[config.mk]
export PLATFORM = sky130hd
export DESIGN_NAME = ship_proj_ctrl_flat
export DESIGN_NICKNAME = d
export VERILOG_FILES = /design/src/rtl/ship_proj_ctrl_if.sv /design/src/rtl/ship_proj_ctrl.sv /design/src/flat_wrapper.sv
export SDC_FILE = /design/constraint.sdc
export NUM_CORES = 1
export LEC_CHECK = 0
export BUFFER_PORTS_ARGS = -buffer_cell sky130_fd_sc_hd__buf_2
export CORE_MARGIN = 2
export CORE_UTILIZATION = 35
export DETAILED_ROUTE_END_ITERATION = 6
export GPL_TIMING_DRIVEN = 0
export PLACE_DENSITY_LB_ADDON = 0.2
export SETUP_SLACK_MARGIN = 0.15
export SLEW_MARGIN = 10
export SYNTH_ARGS = -nofsm -noshare
export SYNTH_HDL_FRONTEND = slang
export SYNTH_SLANG_ARGS = --single-unit
[constraint.sdc]
create_clock -name clk -period 2.02 [get_ports clk]
set_input_delay 0.101 -clock clk [delete_from_list [all_inputs] [get_ports clk]]
set_output_delay 0.101 -clock clk [all_outputs]
set_load 0.1 [all_outputs]
[src/rtl/ship_proj_ctrl_if.sv]
// Player-control / renderer bundle for ship_proj_ctrl.
//   master : button and collision inputs driver (board glue or bench)
//   slave  : ship_proj_ctrl itself
// Signals:
//   d_left, d_right, d_fire, d_reset  debounced buttons (level)
//   hit                               projectile struck a target
//   tick                              one-cycle frame strobe
//   ship_xcoord, ship_ycoord          ship left edge x, fixed ship y
//   proj_xcoord, proj_ycoord          projectile position (0 when idle)
//   proj_active                       projectile in flight
interface ship_proj_ctrl_if #(
  parameter int COORD_W = 10
);
  logic               d_left;
  logic               d_right;
  logic               d_fire;
  logic               d_reset;
  logic               hit;
  logic               tick;
  logic [COORD_W-1:0] ship_xcoord;
  logic [COORD_W-1:0] ship_ycoord;
  logic [COORD_W-1:0] proj_xcoord;
  logic [COORD_W-1:0] proj_ycoord;
  logic               proj_active;

  modport master (
    output d_left, d_right, d_fire, d_reset, hit,
    input  tick, ship_xcoord, ship_ycoord, proj_xcoord, proj_ycoord, proj_active
  );

  modport slave (
    input  d_left, d_right, d_fire, d_reset, hit,
    output tick, ship_xcoord, ship_ycoord, proj_xcoord, proj_ycoord, proj_active
  );
endinterface

[src/rtl/ship_proj_ctrl.sv]
// Frame-rate sequencer for the player ship and its single projectile.
// Ports:
//   clk  system clock, rising edge
//   rst  synchronous active-high reset (d_reset on the bus has the same effect)
//   bus  ship_proj_ctrl_if.slave: buttons/hit in, tick and coordinates out
// The ship moves once per frame tick; the projectile launches from the
// ship's centre on a tick after a fire press and climbs until hit or off-top.
module ship_proj_ctrl #(
  parameter int COORD_W   = 10,
  parameter int SCREEN_W  = 640,
  parameter int SHIP_W    = 32,
  parameter int SHIP_Y    = 440,
  parameter int SHIP_STEP = 4,
  parameter int PROJ_STEP = 8,
  parameter int TICK_DIV  = 833333
) (
  input  logic             clk,
  input  logic             rst,
  ship_proj_ctrl_if.slave  bus
);

  localparam int CNT_W = (TICK_DIV > 1) ? $clog2(TICK_DIV) : 1;

  localparam logic [CNT_W-1:0]   CNT_LAST = CNT_W'(TICK_DIV - 1);
  localparam logic [COORD_W:0]   X_MAX_W  = (COORD_W+1)'(SCREEN_W - SHIP_W);
  localparam logic [COORD_W:0]   XSTEP_W  = (COORD_W+1)'(SHIP_STEP);
  localparam logic [COORD_W-1:0] X_RESET  = COORD_W'((SCREEN_W - SHIP_W) / 2);
  localparam logic [COORD_W-1:0] X_MAX    = COORD_W'(SCREEN_W - SHIP_W);
  localparam logic [COORD_W-1:0] X_STEP   = COORD_W'(SHIP_STEP);
  localparam logic [COORD_W-1:0] HALF_W   = COORD_W'(SHIP_W / 2);
  localparam logic [COORD_W-1:0] Y_SHIP   = COORD_W'(SHIP_Y);
  localparam logic [COORD_W-1:0] Y_LAUNCH = COORD_W'(SHIP_Y - PROJ_STEP);
  localparam logic [COORD_W-1:0] Y_STEP   = COORD_W'(PROJ_STEP);

  typedef enum logic {IDLE, FLY} state_t;

  state_t             state_q, state_d;
  logic [CNT_W-1:0]   cnt_q, cnt_d;
  logic               tick_q, tick_d;
  logic               fire_q;
  logic               fire_pend_q, fire_pend_d;
  logic [COORD_W-1:0] ship_x_q, ship_x_d;
  logic [COORD_W-1:0] proj_x_q, proj_x_d;
  logic [COORD_W-1:0] proj_y_q, proj_y_d;
  logic               active_q, active_d;

  logic               game_rst;
  logic               fire_edge;
  logic               fire_any;
  logic [COORD_W:0]   x_wide;
  logic [COORD_W:0]   x_sum;

  assign game_rst = rst | bus.d_reset;

  // tick is registered from the next counter value, so it is high exactly
  // while cnt_q sits at TICK_DIV-1.
  always_comb begin
    cnt_d  = tick_q ? '0 : cnt_q + 1'b1;
    tick_d = (cnt_d == CNT_LAST);
  end

  always_comb begin
    fire_edge   = bus.d_fire & ~fire_q;
    fire_any    = fire_pend_q | fire_edge;
    fire_pend_d = tick_q ? 1'b0 : fire_any;

    x_wide   = {1'b0, ship_x_q};
    x_sum    = x_wide + XSTEP_W;
    ship_x_d = ship_x_q;
    if (tick_q) begin
      if (bus.d_left && !bus.d_right) begin
        ship_x_d = (x_wide >= XSTEP_W) ? ship_x_q - X_STEP : '0;
      end else if (bus.d_right && !bus.d_left) begin
        ship_x_d = (x_sum <= X_MAX_W) ? x_sum[COORD_W-1:0] : X_MAX;
      end
    end
  end

  always_comb begin
    state_d  = state_q;
    proj_x_d = proj_x_q;
    proj_y_d = proj_y_q;
    active_d = active_q;
    case (state_q)
      IDLE: begin
        if (tick_q && fire_any) begin
          state_d  = FLY;
          proj_x_d = ship_x_q + HALF_W;
          proj_y_d = Y_LAUNCH;
          active_d = 1'b1;
        end
      end
      FLY: begin
        if (bus.hit) begin
          state_d  = IDLE;
          proj_x_d = '0;
          proj_y_d = '0;
          active_d = 1'b0;
        end else if (tick_q) begin
          if (proj_y_q < Y_STEP) begin
            state_d  = IDLE;
            proj_x_d = '0;
            proj_y_d = '0;
            active_d = 1'b0;
          end else begin
            proj_y_d = proj_y_q - Y_STEP;
          end
        end
      end
      default: begin
        state_d  = IDLE;
        proj_x_d = '0;
        proj_y_d = '0;
        active_d = 1'b0;
      end
    endcase
  end

  always_ff @(posedge clk) begin
    if (game_rst) begin
      state_q     <= IDLE;
      cnt_q       <= '0;
      tick_q      <= 1'b0;
      fire_q      <= 1'b0;
      fire_pend_q <= 1'b0;
      ship_x_q    <= X_RESET;
      proj_x_q    <= '0;
      proj_y_q    <= '0;
      active_q    <= 1'b0;
    end else begin
      state_q     <= state_d;
      cnt_q       <= cnt_d;
      tick_q      <= tick_d;
      fire_q      <= bus.d_fire;
      fire_pend_q <= fire_pend_d;
      ship_x_q    <= ship_x_d;
      proj_x_q    <= proj_x_d;
      proj_y_q    <= proj_y_d;
      active_q    <= active_d;
    end
  end

  assign bus.tick        = tick_q;
  assign bus.ship_xcoord = ship_x_q;
  assign bus.ship_ycoord = Y_SHIP;
  assign bus.proj_xcoord = proj_x_q;
  assign bus.proj_ycoord = proj_y_q;
  assign bus.proj_active = active_q;

endmodule

[src/flat_wrapper.sv]
// flat-port wrapper written by rule: the top's interface ports become plain ports
module ship_proj_ctrl_flat 
#(
  parameter int COORD_W   = 10,
  parameter int SCREEN_W  = 640,
  parameter int SHIP_W    = 32,
  parameter int SHIP_Y    = 440,
  parameter int SHIP_STEP = 4,
  parameter int PROJ_STEP = 8,
  parameter int TICK_DIV  = 833333
)
  (clk, rst, bus_d_left, bus_d_right, bus_d_fire, bus_d_reset, bus_hit, bus_tick, bus_ship_xcoord, bus_ship_ycoord, bus_proj_xcoord, bus_proj_ycoord, bus_proj_active);
  ship_proj_ctrl_if #(.COORD_W(COORD_W)) bus_i ();
  input  logic clk;
  input  logic rst;
  input wire logic [$bits(bus_i.d_left)-1:0] bus_d_left;
  input wire logic [$bits(bus_i.d_right)-1:0] bus_d_right;
  input wire logic [$bits(bus_i.d_fire)-1:0] bus_d_fire;
  input wire logic [$bits(bus_i.d_reset)-1:0] bus_d_reset;
  input wire logic [$bits(bus_i.hit)-1:0] bus_hit;
  output wire logic [$bits(bus_i.tick)-1:0] bus_tick;
  output wire logic [$bits(bus_i.ship_xcoord)-1:0] bus_ship_xcoord;
  output wire logic [$bits(bus_i.ship_ycoord)-1:0] bus_ship_ycoord;
  output wire logic [$bits(bus_i.proj_xcoord)-1:0] bus_proj_xcoord;
  output wire logic [$bits(bus_i.proj_ycoord)-1:0] bus_proj_ycoord;
  output wire logic [$bits(bus_i.proj_active)-1:0] bus_proj_active;
  assign bus_i.d_left = bus_d_left;
  assign bus_i.d_right = bus_d_right;
  assign bus_i.d_fire = bus_d_fire;
  assign bus_i.d_reset = bus_d_reset;
  assign bus_i.hit = bus_hit;
  assign bus_tick = bus_i.tick;
  assign bus_ship_xcoord = bus_i.ship_xcoord;
  assign bus_ship_ycoord = bus_i.ship_ycoord;
  assign bus_proj_xcoord = bus_i.proj_xcoord;
  assign bus_proj_ycoord = bus_i.proj_ycoord;
  assign bus_proj_active = bus_i.proj_active;
  ship_proj_ctrl #(.COORD_W(COORD_W), .SCREEN_W(SCREEN_W), .SHIP_W(SHIP_W), .SHIP_Y(SHIP_Y), .SHIP_STEP(SHIP_STEP), .PROJ_STEP(PROJ_STEP), .TICK_DIV(TICK_DIV)) u_core (.clk(clk), .rst(rst), .bus(bus_i));
endmodule
==> flow_metrics.env, run 1 <==
export IMPL_status="complete, no violations"
export IMPL_drv_slew=0
export IMPL_path_delay_family="compound AO/OA/AOI/OAI gates"
export IMPL_synth_area_top_cells="dfxtp_1, nor2_1, xnor2_1, buf_4, ha_1"
export IMPL_grt_pass1_vias=2571
export IMPL_rows=33
export IMPL_hold_path_end="u_core.fire_q$_SDFF_PP0_"
export IMPL_die_w_um=95.1
export IMPL_via_count=2768
export IMPL_clk_pin_slew_ns=0.09
export IMPL_ios=49
export IMPL_required_ns=2.21
export IMPL_drt_initial_drc_count=172
export IMPL_slowest_stage="dfxtp_4"
export IMPL_hold_depth=2
export IMPL_area_growth_pct=37.6
export IMPL_clkPwrFrac_pct=37.7
export IMPL_vias_per_cell=5.11
export IMPL_final_cell_area_um2=3990
export IMPL_n_antenna_cell=0
export IMPL_reg2reg_slack_ns=0.06
export IMPL_fmax_mhz=509
export IMPL_p_leak_nw=1.56
export IMPL_setup_tns_ns=0
export IMPL_port_buffers=33
export IMPL_cp_arrival_ns=2.16
export IMPL_cp_cell_sequence="ha_4, nor2_4, a221oi_2, o2111ai_2, a31o_1, o21a_2, a32o_1"
export IMPL_antenna_found_initial=0
export IMPL_ant_nets=0
export IMPL_r2r_start="u_core.bus.ship_xcoord[3]$_SDFFE_PP0P_"
export IMPL_dieArea_um2=9030
export IMPL_yosysTopAreaCell="dfxtp_1"
export IMPL_finalCritPeriodShare_pct=97.3
export IMPL_switching_share_pct=27.7
export IMPL_maxCapViolCount=0
export IMPL_post_drt_wl_per_cell_um=14.5
export IMPL_drc_errors=0
export IMPL_fill_cells=791
export IMPL_cp_num_buf_inv=0
export IMPL_internal_power_mw=1.36
export IMPL_cts_num_sinks=49
export IMPL_die_h_um=95.1
export IMPL_critPathKind="register to register"
export IMPL_setup_ws_ns=0.0551
export IMPL_place_ws_ns=-0.225
export IMPL_layout_min_cycle_time_ns=1.96
export IMPL_overflow=0
export IMPL_cts_tree="done"
export IMPL_synth_cells=354
export IMPL_synth_edf_count=0
export IMPL_ys_types=65
export IMPL_grt_max_degree=16
export IMPL_yosys_register_bits=49
export IMPL_final_setup_viol_count=0
export IMPL_sequentialPowerShare_pct=50.3
export IMPL_ys_flop_type="dfxtp_1"
export IMPL_max_slew_worst_pin_slew_ns=0.630
export IMPL_numCtsBuffers=5
export IMPL_synth_async_reset_ratio_pct=0
export IMPL_rr_endpoint="u_core.bus.ship_xcoord[2]$_SDFFE_PP0P_"
export IMPL_fin_nets=452
export IMPL_grt_first_pass_wirelength_um=12400
export IMPL_cts_hold_fix_buffers=0
export IMPL_rsz0062_at_grt="yes"
export IMPL_synth_top_area_share_pct=33.8
export IMPL_dpl_cell_area_um2=3390
export IMPL_relSlewSlack_pct=57.8
export IMPL_synth_seq_area_share_pct=33.8
export IMPL_hp_class="input port to register"
export IMPL_track_usage_pct=17.4
export IMPL_ir_drop_mv=0.261
export IMPL_powerDensity_nw_per_um2=471
export IMPL_clock_path_buffers=2
export IMPL_ff2ff_path_depth=7
export IMPL_gp_congestion=0.889
export IMPL_slowest_delay_ns=0.43
export IMPL_dp_hpwl_um=5260
export IMPL_final_core_util_pct=49.1
export IMPL_synth_warnings=0
export IMPL_cts_max_level=2
export IMPL_startpoint_type="register"
export IMPL_drive_gt1_share_pct=38.9
export IMPL_start_util_pct=35.7
export IMPL_clock_root_buffer="clkbuf_8"
export IMPL_mostFrequentLayoutCells="buf_4, nor2_1, buf_2, nand2_1, dfxtp_1"
export IMPL_drt_pass1_iter_count=4
export IMPL_pwr_share_comb_pct=12.0
export IMPL_end_kind="register"
export IMPL_core_area_um2=8130
export IMPL_finalHoldViolCount=0
export IMPL_min_from="bus_d_fire"
export IMPL_power_switching_mw=0.521
export IMPL_final_common_cell="buf_4"
export IMPL_critical_path_max_fanout=7
export IMPL_clk_insertion_delay_late_ns=0.30
export IMPL_totalWireLength_um=7850
export IMPL_skew_ns=0.00803
export IMPL_synth_area_um2=2900
export IMPL_p_total_mw=1.88
export IMPL_syn_area_per_cell_um2=8.20
metal layers:
layer	wire (um)	share of wire (%)	global-route usage, %	up-vias
met5	0	0	0	-
met4	129	1.6	5.19	0
met3	435	5.5	3.24	16
met2	3610	46	28.0	92
met1	3670	47	23.7	1275
li1	-	-	-	1385
registers in the layout, summed over array words and instances, names as in the netlist:
register                count
u_core.bus.proj_active      1
u_core.bus.proj_xcoord      9
u_core.bus.proj_ycoord      7
u_core.bus.ship_xcoord      8
u_core.bus.tick             1
u_core.cnt_q               20
u_core.fire_pend_q          1
u_core.fire_q               1
u_core.state_q              1
cell families (layout without fill, tap and decap cells):
logic type / Yosys count / count (layout) / synth area share (%)
AND/OR/NAND/NOR: 151 / 151 / 27.5
AO/OA/AOI/OAI: 68 / 68 / 17.0
flip-flops: 49 / 49 / 33.8
buffers and inverters: 47 / 117 / 9.01
XOR/XNOR: 26 / 26 / 7.85
adder cells (fa/ha/maj): 9 / 9 / 3.88
other: 2 / 15 / 0.259
multiplexers: 2 / 2 / 0.690
how the worst max path moves through the flow:
stage / from / endpoint / slack [ns] / cells after the start
finish: u_core.bus.ship_xcoord[3]$_SDFFE_PP0P_ / u_core.bus.ship_xcoord[2]$_SDFFE_PP0P_ / 0.06 / 7
global route: u_core.bus.ship_xcoord[5]$_SDFFE_PP1P_ / u_core.bus.ship_xcoord[5]$_SDFFE_PP1P_ / -0.03 / 10
CTS: u_core.bus.ship_xcoord[5]$_SDFFE_PP1P_ / u_core.bus.ship_xcoord[5]$_SDFFE_PP1P_ / 0.12 / 10
floorplan: u_core.bus.ship_xcoord[5]$_SDFFE_PP1P_ / u_core.bus.ship_xcoord[7]$_SDFFE_PP0P_ / 0.05 / 6
detailed placement: u_core.bus.ship_xcoord[2]$_SDFFE_PP0P_ / u_core.bus.ship_xcoord[5]$_SDFFE_PP1P_ / -0.22 / 8
global placement: u_core.bus.ship_xcoord[2]$_SDFFE_PP0P_ / u_core.bus.ship_xcoord[5]$_SDFFE_PP1P_ / -0.17 / 8
per-stage QoR:
stage	instances	hold WS (ns)
6_report	542	0.0381
5_1_grt	542	0.0234
4_1_cts	534	0.0296
3_5_place_dp	505	0.355
3_3_place_gp	505	0.352
2_1_floorplan	367	0.223
timing repair:
item	4_1_cts	5_1_grt
setup endpoints to repair	18	15
buffers inserted	22	7
pin swaps	13	10
gates resized for setup	32	31
gates cloned	0	1
synthesized netlist by cell type, types with 8 or more instances:
master,n
a21oi_1,15
a22o_1,8
buf_4,16
clkbuf_1,8
dfxtp_1,49
ha_1,9
inv_1,13
nand2_1,27
nand3_1,21
nor2_1,41
nor3_1,11
o21ai_0,12
xnor2_1,14
xor2_1,12
power groups by stage:
stage,Combinational (mW),Sequential [mW],Clock (mW)
final,0.226,0.947,0.709
after global routing,0.239,0.948,0.764
after global placement,0.207,0.972,0
after floorplan,0.184,0.972,0
after CTS,0.213,0.949,0.736
after detailed placement,0.209,0.973,0
cell type report:
type	instances	area, um^2	area share (%)
multi-input combinational	271	1970	49.3
clock inverter	3	41.3	1.03
clock buffer	5	68.8	1.72
tap	105	131	3.29
inverter	13	58.8	1.47
sequential	49	1060	26.6
timing repair buffer	63	410	10.3
buffer	33	251	6.30
No activity file was read; power rests on OpenSTA's default activity.
==> run 2, diff against run 1 <==
Settings changed: BUFFER_PORTS_ARGS -buffer_cell sky130_fd_sc_hd__buf_2 to -buffer_cell sky130_fd_sc_hd__clkbuf_2.
==> flow_metrics.env, run 2 (same netlist as run 1, synthesis figures left out) <==
export IMPL_skew_ns=0.00782
export IMPL_numCtsBuffers=5
export IMPL_multi_input_area_um2=1910
export IMPL_final_common_cell="nor2_1"
export IMPL_required_ns=2.17
export IMPL_dieArea_um2=9030
export IMPL_drive_gt1_share_pct=35.7
export IMPL_drt_initial_drc_count=109
export IMPL_rsz0062_at_grt="yes"
export IMPL_die_h_um=95.1
export IMPL_final_setup_viol_count=0
export IMPL_final_core_util_pct=47.5
export IMPL_cp_cell_sequence="buf_8, clkinvlp_4, ha_4, nand2_4, o41ai_4, o32ai_1, a211oi_1, a31oi_1"
export IMPL_powerDensity_nw_per_um2=482
export IMPL_drv_slew=0
export IMPL_antenna_found_initial=0
export IMPL_hp_class="input port to register"
export IMPL_finalCritPeriodShare_pct=96.4
export IMPL_layoutNonFillerInstCount=536
export IMPL_post_drt_wl_per_cell_um=13.6
export IMPL_slowest_delay_ns=0.42
export IMPL_p_total_mw=1.86
export IMPL_cts_num_sinks=49
export IMPL_r2r_start="u_core.bus.ship_xcoord[2]$_SDFFE_PP0P_"
export IMPL_power_switching_mw=0.513
export IMPL_totalWireLength_um=7260
export IMPL_start_util_pct=35.7
export IMPL_setup_ws_ns=0.0727
export IMPL_via_count=2666
export IMPL_area_growth_pct=33.2
export IMPL_track_usage_pct=16.6
export IMPL_fin_nets=446
export IMPL_maxCapViolCount=0
export IMPL_holdWs_ns=0.0430
export IMPL_max_slew_worst_pin_slew_ns=0.624
export IMPL_die_w_um=95.1
export IMPL_end_kind="register"
export IMPL_clock_root_buffer="clkbuf_8"
export IMPL_rows=33
export IMPL_status="complete, no violations"
export IMPL_path_delay_family="compound AO/OA/AOI/OAI gates"
export IMPL_clock_path_buffers=2
export IMPL_clkPwrFrac_pct=37.1
export IMPL_pwr_share_comb_pct=12.0
export IMPL_grt_first_pass_wirelength_um=11900
export IMPL_switching_share_pct=27.5
export IMPL_cp_num_buf_inv=2
export IMPL_placed_cells=505
export IMPL_drt_pass1_iter_count=4
export IMPL_ant_nets=0
export IMPL_clk_pin_slew_ns=0.09
export IMPL_p_leak_nw=1.50
export IMPL_vias_per_cell=4.97
export IMPL_core_area_um2=8130
export IMPL_crit_path_start="u_core.bus.ship_xcoord[2]$_SDFFE_PP0P_"
export IMPL_mostFrequentLayoutCells="nor2_1, buf_4, clkbuf_2, nand2_1, dfxtp_1"
export IMPL_layout_min_cycle_time_ns=1.95
export IMPL_largest_register="u_core.cnt_q"
export IMPL_grt_pass1_vias=2427
export IMPL_port_buffers=33
export IMPL_dpl_cell_area_um2=3390
export IMPL_gp_congestion=0.842
export IMPL_grt_max_degree=15
export IMPL_final_cell_area_um2=3860
export IMPL_startpoint_type="register"
export IMPL_finalHoldViolCount=0
export IMPL_sequentialPowerShare_pct=50.9
export IMPL_setup_tns_ns=0
export IMPL_ios=49
export IMPL_dp_hpwl_um=5140
export IMPL_ir_drop_mv=0.291
export IMPL_fill_cells=804
export IMPL_min_from="bus_d_fire"
export IMPL_cp_arrival_ns=2.10
export IMPL_cts_tree="done"
export IMPL_n_antenna_cell=0
export IMPL_overflow=0
export IMPL_largest_reg_flops=20
export IMPL_place_ws_ns=-0.152
export IMPL_fmax_mhz=514
export IMPL_cts_hold_fix_buffers=0
export IMPL_critPathKind="register to register"
export IMPL_internal_power_mw=1.35
export IMPL_drc_errors=0
export IMPL_cts_max_level=2
export IMPL_seq_area_um2=1060
export IMPL_slowest_stage="o41ai_4"
export IMPL_critical_path_max_fanout=6
export IMPL_relSlewSlack_pct=58.3
export IMPL_clk_insertion_delay_late_ns=0.30
[run 2: worst register-to-register path, delay by kind of cell (launching register included)]
kind                       cells  cell delay, ns
adders and majority gates      1            0.16
buffers and inverters          2            0.24
DFF                            1            0.36
AOI/OAI and AO/OA              4            0.95
and+or+nand+nor                1            0.08
[run 2: worst paths after layout]
kind                                                               end  slack (ns)  cells after the start
worst max-delay path            u_core.bus.ship_xcoord[5]$_SDFFE_PP1P_        0.07                      8
worst min-delay path                          u_core.fire_q$_SDFF_PP0_        0.04                      2
worst max register to register  u_core.bus.ship_xcoord[5]$_SDFFE_PP1P_        0.07                      8
worst min register to register     u_core.bus.proj_active$_SDFFE_PP0P_        0.48                      1
[run 2: cell type report]
class / instances / area share (%)
inverter: 13 / 1.46
timing repair buffer: 57 / 8.97
clock buffer: 8 / 2.88
multi-input combinational: 271 / 49.4
tap: 105 / 3.40
buffer: 33 / 6.51
sequential: 49 / 27.4
[run 2: power groups by stage]
| stage | clock, mW | combinational, mW | sequential (mW) |
|---|---|---|---|
| floorplan | 0 | 0.184 | 0.972 |
| global placement | 0 | 0.207 | 0.972 |
| detailed placement | 0 | 0.209 | 0.972 |
| CTS | 0.710 | 0.212 | 0.949 |
| global route | 0.753 | 0.236 | 0.949 |
| finish | 0.692 | 0.223 | 0.948 |
[run 2: metal layers]
metal	GRT usage (%)	up-vias	routed length, um
met5	0	-	0
met4	3.99	0	45
met3	3.00	5	297
met2	26.5	60	3340
met1	23.2	1229	3580
li1	-	1372	-
[run 2: timing repair]
action,CTS,global route
setup endpoints to repair,18,19
hold endpoints to repair,0,0
gates resized for setup,25,25
setup buffers,11,12
cloned,0,1
pin swaps,9,10
==> run 3, diff against run 2 <==
Settings changed: HOLD_SLACK_MARGIN from default to 0.1.
Clock period 2.02 ns to 2.4 ns, I/O delays scaled along.
==> flow_metrics.env, run 3 (same netlist as run 1, synthesis figures left out) <==
export IMPL_status="complete, no violations"
export IMPL_min_from="rst"
export IMPL_maxCapViolCount=0
export IMPL_numCtsBuffers=5
export IMPL_cp_arrival_ns=2.36
export IMPL_largest_register="u_core.cnt_q"
export IMPL_power_switching_mw=0.428
export IMPL_hold_depth=3
export IMPL_place_ws_ns=0.0796
export IMPL_core_area_um2=8130
export IMPL_internal_power_mw=1.08
export IMPL_fill_cells=830
export IMPL_setup_ws_ns=0.253
export IMPL_startpoint_type="register"
export IMPL_rr_endpoint="u_core.bus.ship_xcoord[6]$_SDFFE_PP0P_"
export IMPL_clk_pin_slew_ns=0.09
export IMPL_clock_path_buffers=2
export IMPL_ios=49
export IMPL_drt_pass1_iter_count=4
export IMPL_track_usage_pct=15.9
export IMPL_setup_tns_ns=0
export IMPL_relSlewSlack_pct=60.1
export IMPL_dieArea_um2=9030
export IMPL_die_h_um=95.1
export IMPL_grt_first_pass_wirelength_um=11500
export IMPL_ant_nets=0
export IMPL_max_slew_worst_pin_slew_ns=0.593
export IMPL_vias_per_cell=5.03
export IMPL_mostFrequentLayoutCells="nor2_1, dfxtp_1, clkbuf_2, nand2_1, nand3_1"
export IMPL_reg2reg_slack_ns=0.25
export IMPL_die_w_um=95.1
export IMPL_largest_reg_flops=20
export IMPL_drive_gt1_share_pct=24.5
export IMPL_sequentialPowerShare_pct=53.9
export IMPL_hp_class="input port to register"
export IMPL_clkPwrFrac_pct=34.4
export IMPL_r2r_start="u_core.bus.ship_xcoord[3]$_SDFFE_PP0P_"
export IMPL_clk_insertion_delay_late_ns=0.30
export IMPL_drt_initial_drc_count=165
export IMPL_p_total_mw=1.51
export IMPL_critPathKind="register to register"
export IMPL_powerDensity_nw_per_um2=443
export IMPL_finalCritPeriodShare_pct=89.5
export IMPL_ir_drop_mv=0.205
export IMPL_hold_path_end="u_core.bus.ship_xcoord[4]$_SDFFE_PP1P_"
export IMPL_port_buffers=33
export IMPL_post_drt_wl_per_cell_um=13.5
export IMPL_final_common_cell="nor2_1"
export IMPL_layout_min_cycle_time_ns=2.15
export IMPL_final_setup_viol_count=0
export IMPL_dp_hpwl_um=5170
export IMPL_n_antenna_cell=0
export IMPL_cts_max_level=2
export IMPL_antenna_found_initial=0
export IMPL_area_growth_pct=17.7
export IMPL_rsz0062_at_grt="no"
export IMPL_grt_pass1_vias=2370
export IMPL_required_ns=2.61
export IMPL_drv_slew=0
export IMPL_totalWireLength_um=6940
export IMPL_overflow=0
export IMPL_fmax_mhz=466
export IMPL_drc_errors=0
export IMPL_start_util_pct=35.7
export IMPL_fin_nets=423
export IMPL_gp_congestion=0.868
export IMPL_pwr_share_comb_pct=11.7
export IMPL_switching_share_pct=28.3
export IMPL_ff2ff_path_depth=7
export IMPL_finalHoldViolCount=0
export IMPL_clock_root_buffer="clkbuf_8"
export IMPL_via_count=2582
export IMPL_cts_tree="done"
export IMPL_critical_path_max_fanout=10
export IMPL_grt_max_degree=16
export IMPL_end_kind="register"
export IMPL_cts_num_sinks=49
export IMPL_crit_path_start="u_core.bus.ship_xcoord[3]$_SDFFE_PP0P_"
export IMPL_rows=33
export IMPL_skew_ns=0.00713
export IMPL_p_leak_nw=1.32
[run 3: worst max path at each step]
stage / endpoint / slack, ns / cells past startpoint
floorplan: u_core.bus.ship_xcoord[5]$_SDFFE_PP1P_ / 0.14 / 9
global placement: u_core.bus.ship_xcoord[5]$_SDFFE_PP1P_ / 0.06 / 8
detailed placement: u_core.bus.ship_xcoord[5]$_SDFFE_PP1P_ / 0.08 / 8
CTS: u_core.bus.ship_xcoord[5]$_SDFFE_PP1P_ / 0.19 / 8
global route: u_core.bus.ship_xcoord[7]$_SDFFE_PP0P_ / 0.16 / 6
finish: u_core.bus.ship_xcoord[6]$_SDFFE_PP0P_ / 0.25 / 7
[run 3: routing by layer]
layer	up-vias	GRT usage [%]	wire, um
met5	-	0	0
met4	0	4.95	68
met3	6	3.32	370
met2	72	24.8	3020
met1	1177	22.1	3480
li1	1327	-	-
[run 3: per-stage QoR]
stage | instances | utilization (%) | hold WS, ns | area (um^2)
2_1_floorplan | 367 | - | 0.242 | 2970
3_3_place_gp | 505 | 40.2 | 0.374 | 3270
3_5_place_dp | 505 | 40.2 | 0.374 | 3270
4_1_cts | 514 | 41.7 | 0.166 | 3390
5_1_grt | 513 | 42.0 | 0.186 | 3410
6_report | 513 | 42.0 | 0.180 | 3410
[run 3: worst max-delay path, stage by stage (launching register included)]
cell,delay (ns)
dfxtp_4,0.42
ha_1,0.32
nor2_1,0.07
a221oi_1,0.27
o2111ai_1,0.18
a31o_1,0.31
o21a_1,0.24
a221oi_2,0.25
[run 3: what timing repair did]
item | CTS | global route
gates cloned | 0 | 0
setup endpoints to repair | 1 | 14
hold buffers | 1 | 0
pin swaps | 1 | 1
buffers inserted | 0 | 0
resized for setup | 2 | 8
hold endpoints to repair | 1 | 0
[run 3: final cells by class]
type	count	area [um^2]	share of cell area, %
plain buffers	33	209	6.12
clock buffers	6	82.6	2.42
clock inverters	2	13.8	0.403
inverters	13	48.8	1.43
multi-input cells	271	1750	51.3
flip-flops and latches	49	1000	29.4
well taps	105	131	3.85
repair buffers	34	175	5.13
[run 3: power by group through the flow]
stage	sequential, mW	combinational, mW	clock (mW)
after floorplan	0.834	0.153	0
after global placement	0.834	0.173	0
after detailed placement	0.834	0.173	0
after CTS	0.815	0.176	0.546
after global routing	0.816	0.188	0.581
final	0.815	0.177	0.520
